### config.mk
export PLATFORM = sky130hd
export DESIGN_NAME = bcd_conv_arbiter_flat
export DESIGN_NICKNAME = d
export VERILOG_FILES = /design/src/rtl/bcd_pkg.sv /design/src/rtl/bcd_conv_arbiter_if.sv /design/src/rtl/bcd_dabble_step.sv /design/src/rtl/bcd_conv_arbiter.sv /design/src/flat_wrapper.sv
export SDC_FILE = /design/constraint.sdc
export NUM_CORES = 1
export LEC_CHECK = 0
export ABC_CLOCK_PERIOD_IN_PS = 3700
export BUFFER_PORTS_ARGS = -buffer_cell sky130_fd_sc_hd__buf_2
export CAP_MARGIN = 20
export CORE_MARGIN = 2
export CORE_UTILIZATION = 55
export CTS_BUF_LIST = sky130_fd_sc_hd__clkbuf_8
export DETAILED_ROUTE_END_ITERATION = 10
export GPL_TIMING_DRIVEN = 0
export PLACE_DENSITY = 0.84
export SLEW_MARGIN = 20
export SYNTH_ARGS = -nofsm -noshare
export SYNTH_HDL_FRONTEND = slang
export SYNTH_SLANG_ARGS = --single-unit
### constraint.sdc
create_clock -name clk -period 3.7 [get_ports clk]
set_input_delay 0.555 -clock clk [delete_from_list [all_inputs] [get_ports clk]]
set_output_delay 0.555 -clock clk [all_outputs]
set_load 0.01 [all_outputs]
### src/rtl/bcd_pkg.sv
// Shared definitions for the shared binary-to-BCD conversion engine.
// Contents: FSM state type, default configuration, per-digit add-3
// correction and the elaboration-time digit-count check.
package bcd_pkg;

    typedef enum logic [1:0] {
        S_IDLE  = 2'd0,
        S_SHIFT = 2'd1,
        S_DONE  = 2'd2
    } state_t;

    localparam int unsigned DEF_BIN_W  = 9;
    localparam int unsigned DEF_DIGITS = 3;
    localparam int unsigned DEF_NREQ   = 2;

    // True when DIGITS decimal digits can hold every BIN_W-bit value.
    function automatic bit digits_ok(input int unsigned digits, input int unsigned bin_w);
        longint unsigned p;
        p = 64'd1;
        for (int unsigned i = 0; i < digits; i++) begin
            p = p * 64'd10;
        end
        return p > ((64'd1 << bin_w) - 64'd1);
    endfunction

    localparam bit DEF_CFG_OK = digits_ok(DEF_DIGITS, DEF_BIN_W);

    // Only 5..9 are corrected, so the 4-bit add cannot overflow.
    function automatic logic [3:0] digit_adj(input logic [3:0] d);
        return (d >= 4'd5) ? d + 4'd3 : d;
    endfunction

endpackage

### src/rtl/bcd_conv_arbiter_if.sv
// Request/response bundle of the shared BCD converter.
// master: requesters + result consumer (drive req_valid, req_bin, rsp_ready).
// slave : the converter (drives req_ready, rsp_valid, rsp_id, rsp_bcd, busy).
interface bcd_conv_arbiter_if #(
    parameter int unsigned NREQ   = 2,
    parameter int unsigned BIN_W  = 9,
    parameter int unsigned DIGITS = 3,
    parameter int unsigned ID_W   = (NREQ > 1) ? $clog2(NREQ) : 1
);
    logic [NREQ-1:0]       req_valid;
    logic [NREQ*BIN_W-1:0] req_bin;
    logic [NREQ-1:0]       req_ready;
    logic                  rsp_valid;
    logic [ID_W-1:0]       rsp_id;
    logic [4*DIGITS-1:0]   rsp_bcd;
    logic                  rsp_ready;
    logic                  busy;

    modport master (
        output req_valid, req_bin, rsp_ready,
        input  req_ready, rsp_valid, rsp_id, rsp_bcd, busy
    );

    modport slave (
        input  req_valid, req_bin, rsp_ready,
        output req_ready, rsp_valid, rsp_id, rsp_bcd, busy
    );
endinterface

### src/rtl/bcd_dabble_step.sv
// One combinational double-dabble iteration.
// Ports: bcd_in  - DIGITS packed BCD digits before the iteration
//        bit_in  - next operand bit (MSB first)
//        bcd_out - digits after add-3 correction and a 1-bit left shift
module bcd_dabble_step
    import bcd_pkg::*;
#(
    parameter int unsigned DIGITS = 3
) (
    input  logic [4*DIGITS-1:0] bcd_in,
    input  logic                bit_in,
    output logic [4*DIGITS-1:0] bcd_out
);
    logic [4*DIGITS-1:0] adj;

    always_comb begin
        adj = '0;
        for (int unsigned k = 0; k < DIGITS; k++) begin
            adj[4*k +: 4] = digit_adj(bcd_in[4*k +: 4]);
        end
        // Top bit falls off; the digit-count check keeps it zero.
        bcd_out = (4*DIGITS)'({adj, bit_in});
    end
endmodule

### src/rtl/bcd_conv_arbiter.sv
// Round-robin arbiter in front of one iterative binary-to-BCD engine.
// Ports: clk, rst (synchronous, active high)
//        bus (slave): per-requester valid/ready/operand, one response
//        channel (rsp_valid/rsp_ready, rsp_id, rsp_bcd) and busy.
// A conversion takes BIN_W clocks from the accept edge to rsp_valid.
module bcd_conv_arbiter
    import bcd_pkg::*;
#(
    parameter int unsigned BIN_W  = DEF_BIN_W,
    parameter int unsigned DIGITS = DEF_DIGITS,
    parameter int unsigned NREQ   = DEF_NREQ,
    parameter int unsigned ID_W   = (NREQ > 1) ? $clog2(NREQ) : 1
) (
    input logic               clk,
    input logic               rst,
    bcd_conv_arbiter_if.slave bus
);
    localparam int unsigned CNT_W = (BIN_W > 1) ? $clog2(BIN_W) : 1;

    if (!digits_ok(DIGITS, BIN_W)) begin : g_bad_digits
        $error("bcd_conv_arbiter: DIGITS too small for BIN_W");
    end
    if (NREQ < 2 || NREQ > 8) begin : g_bad_nreq
        $error("bcd_conv_arbiter: NREQ must be 2..8");
    end

    state_t              state_q, state_d;
    logic [BIN_W-1:0]    bin_q, bin_d;
    logic [4*DIGITS-1:0] bcd_q, bcd_d;
    logic [4*DIGITS-1:0] rsp_bcd_q, rsp_bcd_d;
    logic [CNT_W-1:0]    cnt_q, cnt_d;
    logic [ID_W-1:0]     ptr_q, ptr_d;
    logic [ID_W-1:0]     rsp_id_q, rsp_id_d;
    logic                rsp_valid_q, rsp_valid_d;
    logic                busy_q, busy_d;

    logic                gnt_found;
    logic [ID_W-1:0]     gnt_idx;
    logic [BIN_W-1:0]    gnt_bin;
    logic [NREQ-1:0]     req_ready_c;
    logic [4*DIGITS-1:0] step_out;

    bcd_dabble_step #(.DIGITS(DIGITS)) u_step (
        .bcd_in (bcd_q),
        .bit_in (bin_q[BIN_W-1]),
        .bcd_out(step_out)
    );

    // First valid requester at or after the pointer, wrapping modulo NREQ.
    always_comb begin
        int unsigned cand;
        cand      = 0;
        gnt_found = 1'b0;
        gnt_idx   = '0;
        gnt_bin   = '0;
        for (int unsigned i = 0; i < NREQ; i++) begin
            cand = (32'(ptr_q) + i) % NREQ;
            if (!gnt_found && bus.req_valid[cand]) begin
                gnt_found = 1'b1;
                gnt_idx   = ID_W'(cand);
                gnt_bin   = bus.req_bin[cand*BIN_W +: BIN_W];
            end
        end
    end

    always_comb begin
        req_ready_c = '0;
        if (!rst && state_q == S_IDLE && gnt_found) begin
            req_ready_c[gnt_idx] = 1'b1;
        end
    end

    always_comb begin
        state_d     = state_q;
        bin_d       = bin_q;
        bcd_d       = bcd_q;
        rsp_bcd_d   = rsp_bcd_q;
        cnt_d       = cnt_q;
        ptr_d       = ptr_q;
        rsp_id_d    = rsp_id_q;
        rsp_valid_d = rsp_valid_q;
        busy_d      = busy_q;
        case (state_q)
            S_IDLE: begin
                if (gnt_found) begin
                    bin_d    = gnt_bin;
                    bcd_d    = '0;
                    cnt_d    = '0;
                    rsp_id_d = gnt_idx;
                    ptr_d    = ID_W'((32'(gnt_idx) + 1) % NREQ);
                    busy_d   = 1'b1;
                    state_d  = S_SHIFT;
                end
            end
            S_SHIFT: begin
                bcd_d = step_out;
                bin_d = {bin_q[BIN_W-2:0], 1'b0};
                cnt_d = cnt_q + CNT_W'(1);
                if (cnt_q == CNT_W'(BIN_W - 1)) begin
                    // Result goes to its own register so it survives the next accept.
                    rsp_bcd_d   = step_out;
                    rsp_valid_d = 1'b1;
                    cnt_d       = '0;
                    state_d     = S_DONE;
                end
            end
            S_DONE: begin
                if (bus.rsp_ready) begin
                    rsp_valid_d = 1'b0;
                    busy_d      = 1'b0;
                    state_d     = S_IDLE;
                end
            end
            default: state_d = S_IDLE;
        endcase
    end

    always_ff @(posedge clk) begin
        if (rst) begin
            state_q     <= S_IDLE;
            bin_q       <= '0;
            bcd_q       <= '0;
            rsp_bcd_q   <= '0;
            cnt_q       <= '0;
            ptr_q       <= '0;
            rsp_id_q    <= '0;
            rsp_valid_q <= 1'b0;
            busy_q      <= 1'b0;
        end else begin
            state_q     <= state_d;
            bin_q       <= bin_d;
            bcd_q       <= bcd_d;
            rsp_bcd_q   <= rsp_bcd_d;
            cnt_q       <= cnt_d;
            ptr_q       <= ptr_d;
            rsp_id_q    <= rsp_id_d;
            rsp_valid_q <= rsp_valid_d;
            busy_q      <= busy_d;
        end
    end

    assign bus.req_ready = req_ready_c;
    assign bus.rsp_valid = rsp_valid_q;
    assign bus.rsp_id    = rsp_id_q;
    assign bus.rsp_bcd   = rsp_bcd_q;
    assign bus.busy      = busy_q;
endmodule
### src/flat_wrapper.sv
// flat-port wrapper written by rule: the top's interface ports become plain ports
module bcd_conv_arbiter_flat import bcd_pkg::*;
#(
    parameter int unsigned BIN_W  = DEF_BIN_W,
    parameter int unsigned DIGITS = DEF_DIGITS,
    parameter int unsigned NREQ   = DEF_NREQ,
    parameter int unsigned ID_W   = (NREQ > 1) ? $clog2(NREQ) : 1
)
  (clk, rst, bus_req_valid, bus_req_bin, bus_rsp_ready, bus_req_ready, bus_rsp_valid, bus_rsp_id, bus_rsp_bcd, bus_busy);
  bcd_conv_arbiter_if #(.NREQ(NREQ), .BIN_W(BIN_W), .DIGITS(DIGITS), .ID_W(ID_W)) bus_i ();
  input logic clk;
  input logic rst;
  input wire logic [$bits(bus_i.req_valid)-1:0] bus_req_valid;
  input wire logic [$bits(bus_i.req_bin)-1:0] bus_req_bin;
  input wire logic [$bits(bus_i.rsp_ready)-1:0] bus_rsp_ready;
  output wire logic [$bits(bus_i.req_ready)-1:0] bus_req_ready;
  output wire logic [$bits(bus_i.rsp_valid)-1:0] bus_rsp_valid;
  output wire logic [$bits(bus_i.rsp_id)-1:0] bus_rsp_id;
  output wire logic [$bits(bus_i.rsp_bcd)-1:0] bus_rsp_bcd;
  output wire logic [$bits(bus_i.busy)-1:0] bus_busy;
  assign bus_i.req_valid = bus_req_valid;
  assign bus_i.req_bin = bus_req_bin;
  assign bus_i.rsp_ready = bus_rsp_ready;
  assign bus_req_ready = bus_i.req_ready;
  assign bus_rsp_valid = bus_i.rsp_valid;
  assign bus_rsp_id = bus_i.rsp_id;
  assign bus_rsp_bcd = bus_i.rsp_bcd;
  assign bus_busy = bus_i.busy;
  bcd_conv_arbiter #(.BIN_W(BIN_W), .DIGITS(DIGITS), .NREQ(NREQ), .ID_W(ID_W)) u_core (.clk(clk), .rst(rst), .bus(bus_i));
endmodule
==> summary.txt <==
Timing
  • Worst-margin pin slew: 593.4 ps
  • Fmax: 405.1 MHz
  • Fin Clk Skew: 7.163 ps
  • Setup Viol. Count Final: 0
  • Fin crit share: 66.72%
  • RSZ-0062 raised after global routing: false
  • Hold Worst Slack: 470.8 ps
  • Setup TNS: 0 ps
  • Slew HR: 60.36%
  • Final Critical Period: 2469 ps
  • Slew Limit Fails: 0
  • Final hold vios: 0

Worst setup path
  • Req. time, crit path: 3140 ps
  • Setup crit end kind: output pin
  • Crit-path max FO: 10
  • CP startpoint kind: flip-flop
  • Worst Path Arrival: 1910 ps
  • Crit path kind: flip-flop to output pin

Synth
  • Yosys reg bits: 43
  • Sequential share of the synthesized area: 42.36%
  • Largest family of logic cells by synthesized area: compound AO/OA/AOI/OAI gates
  • Top_reg_cell synth: dfxtp_1
  • Complex-gate fraction of the synthesized area: 24.51%
  • Syn Inst Count: 218
  • Cell variety after synth: 43
  • Number of enable flip-flop cells after synthesis: 0
  • Mux cell area share after synthesis: 2.648%
  • Yosys warnings: 0
  • Mapped Area: 2032 sq um
  • Avg Inst Size Synth: 9.321 sq um
  • Synth Area in XOR/XNOR: 2.586%
  • Post-Synth Adder-Cell Area: 4.926%
  • Area share of and/or/nand/nor cells after synthesis: 17.55%
  • Post-synth ARST share: 0%
  • Syn Nets: 249

Route
  • Final WL: 4498 microns
  • Via-per-instance ratio: 5.744
  • DRT Pass-1 Iters: 6
  • DR iter-0 viols: 145
  • Residual DRC: 0
  • Wire per inst: 14.42 microns
  • Post-route ant nets: 0
  • Total number of vias: 1,792

Global routing
  • Overflow after GRT: 0
  • Vias in the first global route: 1,648
  • First-pass GRT wire length: 7300 microns
  • Total Routing Usage GR: 22.23%
  • Antenna violations before repair: 0
  • Largest net degree at the start of global routing: 13

Clocking
  • Clock root cell: clkbuf_8
  • CTS Buffer Depth: 2
  • Post-CTS setup buffers: 0
  • H-tree depth: 2
  • Hold buffers post-CTS: 0
  • Worst-path clk slew: 80 ps
  • Num CTS Buffers: 5
  • Clk Latency, worst-skew pair: 290 ps
  • CTS resizes: 0
  • Total clock sinks: 43
  • CTS tree: built

Pwr
  • P per Cell Area: 372.3 nW/um^2
  • Pleak: 0.0009730 uW
  • Worst VDD drop: 0.2813 mV

Placed design
  • Number of instances in the placed design: 305
  • Port Buf Inserts: 39
  • Global placement routability congestion: 0.8323
  • Post-DP HPWL: 3218 microns
  • Placed Area: 2287 sq um

Run status
  • Result of the run: finished, final reports clean

Finish
  • Share of cells above drive strength 1: 22.35%
  • # fillers: 313
  • Diodes inserted: 0
  • Area grow syn2layout: 16.87%
  • Multi-input gate area: 1061 sq um
  • Final #Nets: 295
  • Most frequent cells in the layout: buf_2 (43), dfxtp_1 (43), nor2_1 (33)
  • Fin cells: 312
  • Register area: 860.8 sq um
  • Final instance area: 2375 sq um

Die
  • Chip width: 64.78 microns
  • # rows: 22
  • I/O pin count: 40
  • Die height: 64.78 microns
  • Initial core utilization: 56.35%
  • Die area: 4196 sq um
  • Core area: 3606 sq um

Worst hold path
  • Worst hold path class: flip-flop to flip-flop

Job
  • Max Cap Viol: 0
==> synth_stat cells, types with 3 or more instances <==
master	count	area share [%]
a32oi_1	3	1.3
nor2_1	33	6.1
a222oi_1	8	3.9
nand2b_1	10	3.1
a32o_1	9	4.4
o2bb2ai_1	7	3.0
xnor2_1	5	2.2
a211o_1	3	1.3
o22ai_1	5	1.5
o21ai_0	3	0.74
buf_2	4	0.99
inv_1	11	2.0
mux2_2	3	1.7
clkbuf_1	8	1.5
nor3b_1	8	3.0
a21oi_1	11	2.7
ha_1	8	4.9
a211oi_1	5	1.8
a22oi_1	4	1.5
dfxtp_1	43	42
==> registers in the layout, summed over array words and instances (netlist names) <==
register,count
u_core.bcd_q,12
u_core.bus.rsp_bcd,12
u_core.state_q,2
u_core.cnt_q,4
u_core.bus.busy,1
u_core.bin_q,9
u_core.ptr_q,1
u_core.bus.rsp_id,1
u_core.bus.rsp_valid,1
==> cells by family after synthesis <==
group,after synthesis
xor gates and xnor gates,6
muxes,5
AOI/OAI and AO/OA,64
DFF,43
buffers and inverters,25
and+or+nand+nor,67
adders and majority gates,8
==> stage by stage <==
stage / total power [uW] / util [%] / worst slack (ps)
finish: 884.0 / 65.86 / 1231
global route: 927.6 / 65.86 / 1041
CTS: 886.3 / 65.86 / 1232
detailed placement: 595.6 / 63.43 / 1560
global placement: 594.1 / 63.43 / 1562
floorplan: 561.2 / - / 1763
==> worst max-delay path, stage by stage, from the launching register on <==
cell	delay (ps)
dfxtp_1	330
buf_2	180
nor2_1	220
o21a_1	310
buf_4	240
nor3b_1	180
buf_2	160
==> routing by layer <==
metal | vias up | GRT usage, % | routed length, microns
met4 | 0 | 6.649 | 53
met5 | - | 0 | 0
met1 | 840 | 29.83 | 2139
met3 | 8 | 4.340 | 211
li1 | 900 | - | -
met2 | 44 | 36.08 | 2095
==> worst paths after layout <==
check                                  startpoint               endpoint  slack (ps)  depth (start not counted)
worst min register to register    u_core.bcd_q[9]        u_core.bcd_q[9]         470                          1
worst max register to register    u_core.cnt_q[0]  u_core.bus.rsp_bcd[3]        2030                          6
worst min-delay path              u_core.bcd_q[9]        u_core.bcd_q[9]         470                          1
worst max-delay path            u_core.state_q[1]       bus_req_ready[0]        1230                          6
==> power breakdown <==
group | total (uW) | switching, uW | internal (uW)
clock | 298 | 151 | 146
combinational | 102 | 57.0 | 44.8
sequential | 484 | 9.49 | 475
total | 884 | 218 | 666
==> final cells by class <==
class / instances / share of cell area [%]
Multi-Input combinational cell: 150 / 44.68
Sequential cell: 43 / 36.25
Clock buffer: 6 / 3.477
Buffer: 14 / 2.898
Timing Repair Buffer: 39 / 8.219
Inverter: 11 / 1.739
Clock inverter: 1 / 0.2107
Tap cell: 48 / 2.529
(Power assumes the default switching activity.)
